$ cat src/rtl/spi_frame_controller.sv
// SPI master that runs an audio ADC read, a round-robin trim-pot read and a DAC write
// on every rising edge of the sample strobe.
module spi_frame_controller #(
  parameter int CLK_DIV = 4,
  parameter int DATA_W  = 16,
  parameter int CS_GAP  = 2
) (
  input  logic              clk,
  input  logic              rst,
  input  logic              adc_clock,
  input  logic [DATA_W-1:0] dac,
  input  logic              miso,
  output logic              mosi,
  output logic              sclk,
  output logic              cs_adc,
  output logic              cs_dac,
  output logic [DATA_W-1:0] adc,
  output logic              adc_valid,
  output logic [7:0]        trim1,
  output logic [7:0]        trim2,
  output logic [7:0]        trim3,
  output logic [7:0]        trim4,
  output logic [1:0]        trim_mux,
  output logic              busy,
  output logic              overrun
);

  localparam int DIV_W  = (CLK_DIV > 1) ? $clog2(CLK_DIV) : 1;
  localparam int HALF_W = $clog2(2 * DATA_W);
  localparam int GAP_W  = (CS_GAP > 1) ? $clog2(CS_GAP) : 1;

  localparam logic [DIV_W-1:0]  DIV_LAST  = DIV_W'(CLK_DIV - 1);
  localparam logic [HALF_W-1:0] HALF_LAST = HALF_W'(2 * DATA_W - 1);
  localparam logic [GAP_W-1:0]  GAP_LAST  = GAP_W'(CS_GAP - 1);
  localparam logic [DATA_W-1:0] CMD_AUD   = {DATA_W{1'b0}};
  localparam logic [DATA_W-1:0] CMD_TRIM  = {1'b1, {(DATA_W-1){1'b0}}};

  typedef enum logic [2:0] {
    IDLE = 3'd0,
    AUD  = 3'd1,
    GAP1 = 3'd2,
    TRIM = 3'd3,
    GAP2 = 3'd4,
    DACW = 3'd5,
    GAP3 = 3'd6
  } state_t;

  state_t              state_r, state_s;
  logic [DIV_W-1:0]    div_cnt_r, div_cnt_s;
  logic [HALF_W-1:0]   half_cnt_r, half_cnt_s;
  logic [GAP_W-1:0]    gap_cnt_r, gap_cnt_s;
  logic [DATA_W-1:0]   tx_sr_r, tx_sr_s;
  logic [DATA_W-1:0]   rx_sr_r, rx_sr_s;
  logic [DATA_W-1:0]   dac_lat_r, dac_lat_s;
  logic [DATA_W-1:0]   adc_r, adc_s;
  logic [3:0][7:0]     trim_r, trim_s;
  logic [1:0]          trim_mux_r, trim_mux_s;
  logic                sclk_r, sclk_s;
  logic                mosi_r, mosi_s;
  logic                cs_adc_r, cs_adc_s;
  logic                cs_dac_r, cs_dac_s;
  logic                adc_valid_r, adc_valid_s;
  logic                busy_r, busy_s;
  logic                overrun_r, overrun_s;
  logic                adc_clock_q_r;

  logic                start_s;
  logic                half_end_s;
  logic                frame_end_s;
  logic                gap_end_s;
  logic                load_s;
  logic [DATA_W-1:0]   load_word_s;

  assign start_s     = adc_clock & ~adc_clock_q_r;
  assign half_end_s  = (div_cnt_r == DIV_LAST);
  assign frame_end_s = half_end_s && (half_cnt_r == HALF_LAST);
  assign gap_end_s   = (gap_cnt_r == GAP_LAST);

  // Next-state and next-output computation for the sequencer and SPI shifter
  always_comb begin
    state_s     = state_r;
    div_cnt_s   = div_cnt_r;
    half_cnt_s  = half_cnt_r;
    gap_cnt_s   = gap_cnt_r;
    tx_sr_s     = tx_sr_r;
    rx_sr_s     = rx_sr_r;
    dac_lat_s   = dac_lat_r;
    adc_s       = adc_r;
    trim_s      = trim_r;
    trim_mux_s  = trim_mux_r;
    sclk_s      = sclk_r;
    mosi_s      = mosi_r;
    cs_adc_s    = cs_adc_r;
    cs_dac_s    = cs_dac_r;
    busy_s      = busy_r;
    adc_valid_s = 1'b0;
    overrun_s   = 1'b0;
    load_s      = 1'b0;
    load_word_s = {DATA_W{1'b0}};

    if (start_s && (state_r != IDLE)) begin
      overrun_s = 1'b1;
    end else begin
      overrun_s = 1'b0;
    end

    case (state_r)
      IDLE: begin
        if (start_s) begin
          state_s     = AUD;
          busy_s      = 1'b1;
          dac_lat_s   = dac;
          cs_adc_s    = 1'b0;
          load_s      = 1'b1;
          load_word_s = CMD_AUD;
        end else begin
          busy_s = 1'b0;
        end
      end

      AUD, TRIM, DACW: begin
        if (half_end_s) begin
          div_cnt_s  = {DIV_W{1'b0}};
          half_cnt_s = half_cnt_r + HALF_W'(1'b1);
          sclk_s     = ~sclk_r;
          // Even half-periods end on a rising edge, odd ones on a falling edge
          if (!half_cnt_r[0]) begin
            rx_sr_s = {rx_sr_r[DATA_W-2:0], miso};
          end else begin
            tx_sr_s = {tx_sr_r[DATA_W-2:0], 1'b0};
            mosi_s  = tx_sr_r[DATA_W-2];
          end
        end else begin
          div_cnt_s = div_cnt_r + DIV_W'(1'b1);
        end

        if (frame_end_s) begin
          cs_adc_s  = 1'b1;
          cs_dac_s  = 1'b1;
          sclk_s    = 1'b0;
          mosi_s    = 1'b0;
          gap_cnt_s = {GAP_W{1'b0}};
          case (state_r)
            AUD: begin
              state_s     = GAP1;
              adc_s       = rx_sr_r;
              adc_valid_s = 1'b1;
            end
            TRIM: begin
              state_s             = GAP2;
              trim_s[trim_mux_r]  = rx_sr_r[DATA_W-1 -: 8];
            end
            default: begin
              state_s = GAP3;
            end
          endcase
        end else begin
          gap_cnt_s = gap_cnt_r;
        end
      end

      GAP1, GAP2, GAP3: begin
        if (gap_end_s) begin
          case (state_r)
            GAP1: begin
              state_s     = TRIM;
              cs_adc_s    = 1'b0;
              load_s      = 1'b1;
              load_word_s = CMD_TRIM;
            end
            GAP2: begin
              state_s     = DACW;
              cs_dac_s    = 1'b0;
              load_s      = 1'b1;
              load_word_s = dac_lat_r;
            end
            default: begin
              state_s    = IDLE;
              busy_s     = 1'b0;
              trim_mux_s = trim_mux_r + 2'd1;
            end
          endcase
        end else begin
          gap_cnt_s = gap_cnt_r + GAP_W'(1'b1);
        end
      end

      default: begin
        state_s  = IDLE;
        cs_adc_s = 1'b1;
        cs_dac_s = 1'b1;
        sclk_s   = 1'b0;
        mosi_s   = 1'b0;
        busy_s   = 1'b0;
      end
    endcase

    // Frame entry: first bit must already be on mosi when chip select falls
    if (load_s) begin
      tx_sr_s    = load_word_s;
      mosi_s     = load_word_s[DATA_W-1];
      rx_sr_s    = {DATA_W{1'b0}};
      div_cnt_s  = {DIV_W{1'b0}};
      half_cnt_s = {HALF_W{1'b0}};
      sclk_s     = 1'b0;
    end else begin
      tx_sr_s = tx_sr_s;
    end
  end

  // State, datapath and output registers
  always_ff @(posedge clk or posedge rst) begin
    if (rst) begin
      state_r       <= IDLE;
      div_cnt_r     <= {DIV_W{1'b0}};
      half_cnt_r    <= {HALF_W{1'b0}};
      gap_cnt_r     <= {GAP_W{1'b0}};
      tx_sr_r       <= {DATA_W{1'b0}};
      rx_sr_r       <= {DATA_W{1'b0}};
      dac_lat_r     <= {DATA_W{1'b0}};
      adc_r         <= {DATA_W{1'b0}};
      trim_r        <= {32{1'b0}};
      trim_mux_r    <= 2'd0;
      sclk_r        <= 1'b0;
      mosi_r        <= 1'b0;
      cs_adc_r      <= 1'b1;
      cs_dac_r      <= 1'b1;
      adc_valid_r   <= 1'b0;
      busy_r        <= 1'b0;
      overrun_r     <= 1'b0;
      adc_clock_q_r <= 1'b0;
    end else begin
      state_r       <= state_s;
      div_cnt_r     <= div_cnt_s;
      half_cnt_r    <= half_cnt_s;
      gap_cnt_r     <= gap_cnt_s;
      tx_sr_r       <= tx_sr_s;
      rx_sr_r       <= rx_sr_s;
      dac_lat_r     <= dac_lat_s;
      adc_r         <= adc_s;
      trim_r        <= trim_s;
      trim_mux_r    <= trim_mux_s;
      sclk_r        <= sclk_s;
      mosi_r        <= mosi_s;
      cs_adc_r      <= cs_adc_s;
      cs_dac_r      <= cs_dac_s;
      adc_valid_r   <= adc_valid_s;
      busy_r        <= busy_s;
      overrun_r     <= overrun_s;
      adc_clock_q_r <= adc_clock;
    end
  end

  assign sclk      = sclk_r;
  assign mosi      = mosi_r;
  assign cs_adc    = cs_adc_r;
  assign cs_dac    = cs_dac_r;
  assign adc       = adc_r;
  assign adc_valid = adc_valid_r;
  assign trim1     = trim_r[0];
  assign trim2     = trim_r[1];
  assign trim3     = trim_r[2];
  assign trim4     = trim_r[3];
  assign trim_mux  = trim_mux_r;
  assign busy      = busy_r;
  assign overrun   = overrun_r;

endmodule
$ cat config.mk
export PLATFORM = sky130hd
export DESIGN_NAME = spi_frame_controller
export DESIGN_NICKNAME = d
export VERILOG_FILES = /design/src/rtl/spi_frame_controller.sv
export SDC_FILE = /design/constraint.sdc
export NUM_CORES = 1
export LEC_CHECK = 0
export CORE_MARGIN = 2
export CORE_UTILIZATION = 30
export DETAILED_ROUTE_END_ITERATION = 6
export GPL_TIMING_DRIVEN = 0
export HOLD_SLACK_MARGIN = 0.03
export SYNTH_ARGS = -nofsm -noshare
export SYNTH_HDL_FRONTEND = slang
export SYNTH_SLANG_ARGS = --single-unit
$ cat constraint.sdc
create_clock -name clk -period 10.3 [get_ports clk]
set_clock_uncertainty 0.15 [all_clocks]
set_input_delay 2.06 -clock clk [delete_from_list [all_inputs] [get_ports clk]]
set_output_delay 2.06 -clock clk [all_outputs]
set_load 0.005 [all_outputs]
Yosys cells after proc, flatten, opt, wreduce, memory -nomap -nowiden
Index checks and enable logic that the tools add are counted.
- register bits after elaboration: 116
- input port bits: 20
- output and inout bits: 57
- word-level logic and storage cells: 135
- $add $sub $neg: 4
- magnitude comparators: 2
- equality and inequality tests: 18
- multiplexer cells: 57
- bitwise logic cells: 6
- reduce and logical (&&, ||, !) cells: 27
- operators with widths (operator ; count):
    $mux W16 ; 6
    $mux W15 ; 4
    $bwmux W32 ; 1
    $pmux W16 S2 ; 1
    $mux W1 ; 24
    $reduce_and A3 Y1 ; 8
    $demux W8 S2 ; 1
    $mux W5 ; 3
    $ne A2 B2 Y1 const B ; 6
    $pmux W3 S2 ; 2
    $eq A3 B3 Y1 const B ; 3
    $mux W3 ; 3
    $pmux W1 S3 ; 3
    $pmux W3 S3 ; 1
    $mux W8 ; 1
    $ne A4 B4 Y1 const B ; 2
    $pmux W1 S2 ; 4
    $reduce_and A2 Y1 ; 4
    $reduce_and A4 Y1 ; 2
    $reduce_bool A2 Y1 ; 4
    $eq A3 B2 Y1 const B ; 2
    $mux W2 ; 3
    $reduce_or A3 Y1 ; 2
    $add A5 B1 Y5 const B ; 1
    other kinds (15) ; 23

Logic depth before layout (Yosys ltp)
Gate-level depths: netlist of run 1.
- depth after elaboration: 7
- mapped depth: 8

Worst setup path after synthesis of run 1
OpenSTA, ideal clock, no wires.
- path type: input -> register
- from: in adc_clock
- to: reg dac_lat_r[0]
- library setup time: 0.125 ns
- data arrival time: 3.399 ns
- slack: 6.626 ns
- cell stages on the path: 5
- path through: or4b_1 > buf_2 > nor2_2 > buf_4 > mux2_2
- cells in the longest elaborated chain, start to end: 2
- RTL lines (what ; RTL line ; source):
    start: declaration ; 10 ; input logic adc_clock,
    $and A1 B1 Y1 ; 74 ; assign start_s = adc_clock & ~adc_clock_q_r;
    $reduce_and A2 Y1 (no line) ; - ;
    end signal: assignment ; 220 ; dac_lat_r <= {DATA_W{1'b0}};
    end signal: assignment ; 239 ; dac_lat_r <= dac_lat_s;
    end: declaration ; 54 ; logic [DATA_W-1:0] dac_lat_r, dac_lat_s;
Every way passes these cells.
A chain may end at the register's enable or synchronous reset.

Final worst setup path of run 1
- from: in adc_clock
- to: reg dac_lat_r[1]
The elaborated chain is that of the path after synthesis.

==> impl_metrics.py, run 1 <==
metrics = {
    "run_status": {
        "status": "completed",
    },
    "grt": {
        "grt_max_degree": 70,
        "grt_pass1_vias": 3553,
        "grt_usage_pct": 13.2,
        "grt_overflow_total": 0,
        "grt_pass1_wl_mm": 18.3,
        "antenna_found_initial": 0,
    },
    "placed_design": {
        "dp_slack_ns": 5.87,
        "post_dp_cell_area_sq_um": 5970,
        "dp.cells": 707,
        "io_buffers": 76,
        "place_hpwl_mm": 7.50,
        "place.gp.congestion": 0.786,
    },
    "timing": {
        "setup-violations-final": 0,
        "max_clock_freq_ghz": 0.250,
        "slew-limit-headroom_pct": 32.7,
        "period_share_pct": 38.8,
        "worstMarginPinSlew_ns": 1.00,
        "hold_viol_final": 0,
        "min_period_ns": 4.00,
        "setup_ws_ns": 6.30,
        "rsz0062_at_grt": "no",
        "drv_slew": 0,
        "tns_ns": 0,
    },
    "route": {
        "antenna_left": 0,
        "drc": 0,
        "vias": 3426,
        "wl_mm": 10.7,
        "viasPerCell": 4.64,
        "routedWlPerCell_microns": 14.5,
        "drtIter0Drc": 160,
        "drt_first_pass_iters": 4,
    },
    "die": {
        "io_pins": 77,
        "start_util_pct": 30.8,
        "dieArea_sq_um": 17400,
        "rows": 46,
        "coreArea_sq_um": 15900,
        "fp.dieW_microns": 132,
        "chipHeight_microns": 132,
    },
    "clock_network": {
        "cts_sinks": 116,
        "clk_pin_slew_ns": 0.06,
        "clk_latency_ns": 0.42,
        "holdBufCountCts": 0,
        "cts_tree": "built",
        "h-tree-depth": 4,
        "clk_path_buf_depth": 2,
        "cts_inserted_buffers": 17,
        "post-cts-setup-buffers": 0,
        "ctsResizeCount": 0,
        "root_buffer": "clkbuf_16",
    },
    "layout": {
        "multi_input_area_sq_um": 1870,
        "nets": 537,
        "drive_above_1_share_pct": 22.2,
        "final_area_sq_um": 6570,
        "finalNonFillerCells": 739,
        "register_area_sq_um": 2910,
        "n_fill_cell": 1548,
        "num_antenna_cells": 0,
        "syn2layout_area_growth_pct": 33.8,
    },
    "synth": {
        "synth_area_sq_um": 4910,
        "synth.avg_cell_area_sq_um": 11.9,
        "yosysWarnings": 0,
        "synthArstFlopShare_pct": 100,
        "postSynthCellCount": 414,
        "synth_cell_types": 41,
        "synth_ff_type": "dfrtp_1",
        "syn_nets": 441,
        "ys_seq_area_share_pct": 59.2,
        "ys_ff_latch": 116,
        "synth_edf_count": 0,
    },
    "critical_path": {
        "arrival_ns": 4.15,
        "r2r_setup_slack_ns": 7.36,
        "reg2reg_to": "adc[3]",
        "rr_startpoint": "half_cnt_r[0]",
        "worst_path_max_delay_cell": "clkdlybuf4s50_1",
        "crit_path_end_kind": "flip-flop",
        "required_ns": 10.45,
        "reg2reg_depth": 8,
        "crit_end": "dac_lat_r[1]",
        "start_kind": "input pin",
        "cpPeakStageDelay_ns": 0.51,
        "path_class": "in -> reg",
        "startpoint": "adc_clock",
        "crit_chain": "clkdlybuf4s50_1, or4b_1, buf_2, nor2_2, buf_4, mux2_2",
        "crit_fanout": 10,
    },
    "power": {
        "ir_drop_mv": 0.112,
        "p_leak_uw": 0.00297,
        "total_power_uw": 1080,
        "p_per_area_nw_per_um2": 165,
    },
    "flow_run": {
        "maxCapViolCount": 0,
    },
    "hold_path": {
        "hold_path_class": "reg -> reg",
    },
}
-- cells by family (layout without fill, tap and decap cells) --
group / Yosys count / count (layout) / share of synthesized area [%]
fa+ha+maj: 7 / 7 / 1.78
flops: 116 / 116 / 59.2
buf+inv: 30 / 139 / 2.75
xor+xnor: 2 / 2 / 0.357
simple gates: 125 / 125 / 11.7
compound gates: 61 / 61 / 7.62
mux: 73 / 73 / 16.6
-- power by group --
group          switching [uW]  internal, uW  leakage, uW
combinational            12.8          11.8      0.00117
sequential               3.22           461      0.00150
clock                     210           384     0.000292
-- cell usage after synthesis, types with 2 or more instances --
master | n | area share, %
a21o_1 | 4 | 0.61
buf_2 | 5 | 0.51
mux2i_1 | 7 | 1.4
dfstp_2 | 2 | 1.1
and3_1 | 2 | 0.25
a21oi_1 | 25 | 2.5
o21ai_0 | 16 | 1.6
a2111oi_0 | 5 | 0.89
nand2_1 | 67 | 5.1
inv_1 | 6 | 0.46
mux2_2 | 66 | 15
nor3b_1 | 7 | 1.1
buf_1 | 2 | 0.15
clkbuf_1 | 12 | 0.92
nor2_1 | 14 | 1.1
nand3_1 | 5 | 0.51
dfrtp_1 | 114 | 58
nand3b_1 | 3 | 0.46
buf_4 | 4 | 0.61
nand2b_1 | 2 | 0.25
nor3_1 | 15 | 1.5
ha_1 | 7 | 1.8
a211oi_1 | 4 | 0.61
or3_1 | 3 | 0.38
-- cell type report --
cell class                      count  share of cell area [%]
Inverter                            6                   0.381
Sequential cell                   116                    44.2
Clock buffer                       18                    6.68
Clock inverter                     14                    2.44
Multi-Input combinational cell    268                    28.5
Buffer                             24                    1.71
Timing Repair Buffer               77                    12.0
Tap cell                          216                    4.11
-- metal layers --
metal	wire, microns	GRT usage [%]	up-vias	part of all wire, %
met2	4800	20.0	88	45
met1	5060	17.4	1676	47
met3	592	4.08	18	5.5
met4	225	6.04	0	2.1
met5	0	0	-	0
li1	-	-	1644	-
-- flip-flops by register name, summed over array words and instances, names as in the netlist, 2 cells and up --
name and cells:
trim2 8, tx_sr_r 15, trim1 8, div_cnt_r 2, trim4 8, rx_sr_r 16
adc 16, state_r 3, half_cnt_r 5, trim_mux 2, trim3 8, dac_lat_r 16
-- how the worst min path moves through the flow --
stage	end	cells past startpoint	startpoint	slack, ns
2_1_floorplan	overrun	1	adc_clock_q_r	0.28
4_1_cts	overrun	1	adc_clock_q_r	0.32
3_3_place_gp	overrun	1	adc_clock_q_r	0.30
5_1_grt	overrun	1	adc_clock_q_r	0.35
6_report	cs_adc	2	cs_adc	0.32
3_5_place_dp	overrun	1	adc_clock_q_r	0.30
-- placed cells by master, fill, tap and decap left out, types with 6 or more instances in the layout --
cell type        count
mux2_2              66
nor2_1              14
nand2_1             67
clkinv_2             6
nor3_1              15
dfrtp_1            114
clkbuf_16           17
ha_1                 7
clkbuf_1            12
a21oi_1             25
nor3b_1              7
mux2i_1              7
o21ai_0             16
clkdlybuf4s50_1     76
-- stage by stage --
stage	util (%)	hold WS [ns]
6_report	41.2	0.321
5_1_grt	41.2	0.346
4_1_cts	41.2	0.319
3_5_place_dp	37.5	0.302
3_3_place_gp	37.3	0.303
2_1_floorplan	-	0.275
-- critical path: cells and delay by family --
kind,cells,cell delay (ns)
buffers and inverters,3,0.96
AND/OR/NAND/NOR,2,0.78
multiplexers,1,0.35
No activity file was read; power rests on OpenSTA's default activity.
==> inputs of run 2 (changes only) <==
clock period = 4.1 ns   (was 10.3 ns; I/O delays follow)
==> results of run 2 <==
Same layout as run 1 (identical final DEF). Status: completed.
Among the figures that moved: setup slack after placement 5.87 ns -> 0.908 ns; setup slack after layout 6.30 ns -> 1.16 ns; start point of the critical path adc_clock -> half_cnt_r[0]; end point of the critical path dac_lat_r[1] -> adc[3]; register-to-register setup slack 7.36 ns -> 1.16 ns; total power 1080 uW -> 2720 uW; worst IR drop on VDD 0.112 mV -> 0.280 mV
==> inputs of run 3 (changes only) <==
clock period = 2.42 ns   (was 4.1 ns; I/O delays follow)
==> run 3 against run 2 <==
Combinational power rose by 74%; global-route usage fell by 0.058 points; clock-buffer cell count is 4 higher; largest power group unchanged; critical path type unchanged; flip-flop and latch count is the same; total power grew 73%; die area stayed put; setup slack worse by 1.0 ns; highest routed layer unchanged; sequential share of layout area shrank 0.84 points; non-clock buffer count rose by 4; clock power increased by 76%; utilization increased by 0.82 points; critical endpoint is now half_cnt_r[2].
==> impl_metrics.py, run 3 (same netlist as run 1, synthesis figures left out) <==
metrics = {
    "timing": {
        "min_period_ns": 2.29,
        "max_clock_freq_ghz": 0.436,
        "setup-violations-final": 0,
        "slew-limit-headroom_pct": 43.2,
        "rsz0062_at_grt": "no",
        "whs_ns": 0.322,
        "drv_slew": 0,
        "worstMarginPinSlew_ns": 0.845,
        "period_share_pct": 94.8,
        "hold_viol_final": 0,
        "setup_ws_ns": 0.126,
    },
    "critical_path": {
        "cpMostUsedCell": "buf_2",
        "arrival_ns": 2.43,
        "start_kind": "flip-flop",
        "crit_path_end_kind": "flip-flop",
        "required_ns": 2.55,
        "r2r_setup_slack_ns": 0.13,
        "path_buf_inv": 4,
        "worst_path_dominant_cell_family": "buffers and inverters",
        "cpPeakStageDelay_ns": 0.52,
        "crit_fanout": 10,
        "worst_path_max_delay_cell": "or4b_1",
        "path_class": "reg -> reg",
        "crit_chain": "buf_2, or4b_1, buf_2, a31oi_4, buf_6, buf_2, nor2_1",
    },
    "die": {
        "io_pins": 77,
        "coreArea_sq_um": 15900,
        "rows": 46,
        "dieArea_sq_um": 17400,
        "fp.dieW_microns": 132,
        "chipHeight_microns": 132,
        "start_util_pct": 30.8,
    },
    "grt": {
        "grt_overflow_total": 0,
        "grt_pass1_wl_mm": 18.2,
        "antenna_found_initial": 0,
        "grt_pass1_vias": 3552,
        "grt_usage_pct": 13.2,
        "grt_max_degree": 44,
    },
    "layout": {
        "drive_above_1_share_pct": 25.4,
        "final_cell_mix": "113 x dfrtp_1, 76 x clkdlybuf4s50_1, 66 x mux2_2",
        "num_antenna_cells": 0,
        "final_util_pct": 42.0,
        "syn2layout_area_growth_pct": 36.5,
        "nets": 541,
        "mostFrequentLayoutCell": "dfrtp_1",
    },
    "placed_design": {
        "io_buffers": 76,
        "place_hpwl_mm": 7.50,
        "place.gp.congestion": 0.773,
        "dp_slack_ns": -0.472,
    },
    "route": {
        "routedWlPerCell_microns": 14.6,
        "drtIter0Drc": 192,
        "drc": 0,
        "wl_mm": 10.8,
        "drt_first_pass_iters": 4,
        "antenna_left": 0,
        "viasPerCell": 4.67,
        "vias": 3473,
    },
    "hold_path": {
        "hold_path_class": "reg -> reg",
    },
    "power": {
        "p_leak_uw": 0.00303,
        "p_per_area_nw_per_um2": 702,
        "ir_drop_mv": 0.483,
    },
    "run_status": {
        "status": "completed",
    },
    "flow_run": {
        "maxCapViolCount": 0,
    },
    "clock_network": {
        "cts_tree": "built",
        "clk_latency_ns": 0.41,
        "cts_sinks": 116,
        "clk_pin_slew_ns": 0.05,
        "clk_path_buf_depth": 2,
        "cts_inserted_buffers": 17,
        "root_buffer": "clkbuf_16",
        "h-tree-depth": 4,
    },
}
[run 3: repair_timing]
action | in CTS | in global routing
endpoints found under the setup margin | 70 | 61
pin swaps | 0 | 2
hold buffers | 0 | 0
setup buffers | 0 | 6
gates resized for setup | 7 | 16
[run 3: report_power, final]
| group | switching (uW) | internal [uW] |
|---|---|---|
| combinational | 55.1 | 52.7 |
| sequential | 12.0 | 1960 |
| clock | 851 | 1770 |
[run 3: layer usage]
layer	GRT usage, %	wire [microns]	up-vias
li1	-	-	1654
met1	16.5	4890	1727
met2	21.0	5270	81
met3	3.92	541	11
met4	5.92	148	0
met5	0	0	-
[run 3: cell type report]
| cell class | count | area, sq um |
|---|---|---|
| Clock inverter | 10 | 154 |
| Inverter | 6 | 26.3 |
| Timing Repair Buffer | 84 | 846 |
| Sequential cell | 116 | 2910 |
| Buffer | 21 | 115 |
| Fill cell | 1484 | 9240 |
| Multi-Input combinational cell | 268 | 1920 |
| Tap cell | 216 | 270 |
| Clock buffer | 22 | 464 |
[run 3: through the flow]
stage	power [uW]	cells	setup TNS [ns]	instance area, sq um
2_1_floorplan	2060	414	0	4910
3_3_place_gp	2110	706	-92.70	5950
3_5_place_dp	2120	708	-22.39	5990
4_1_cts	4760	738	-1.37	6620
5_1_grt	4870	743	0	6700
6_report	4700	743	0	6700
[run 3: worst paths after layout]
path	from	end	cells after the start
max	state_r[1]	half_cnt_r[2]	7
min	adc_clock_q_r	overrun	1
max reg2reg	state_r[1]	half_cnt_r[2]	7
min reg2reg	adc_clock_q_r	overrun	1
max in group asynchronous	rst	cs_dac	3
min in group asynchronous	rst	trim3[4]	2
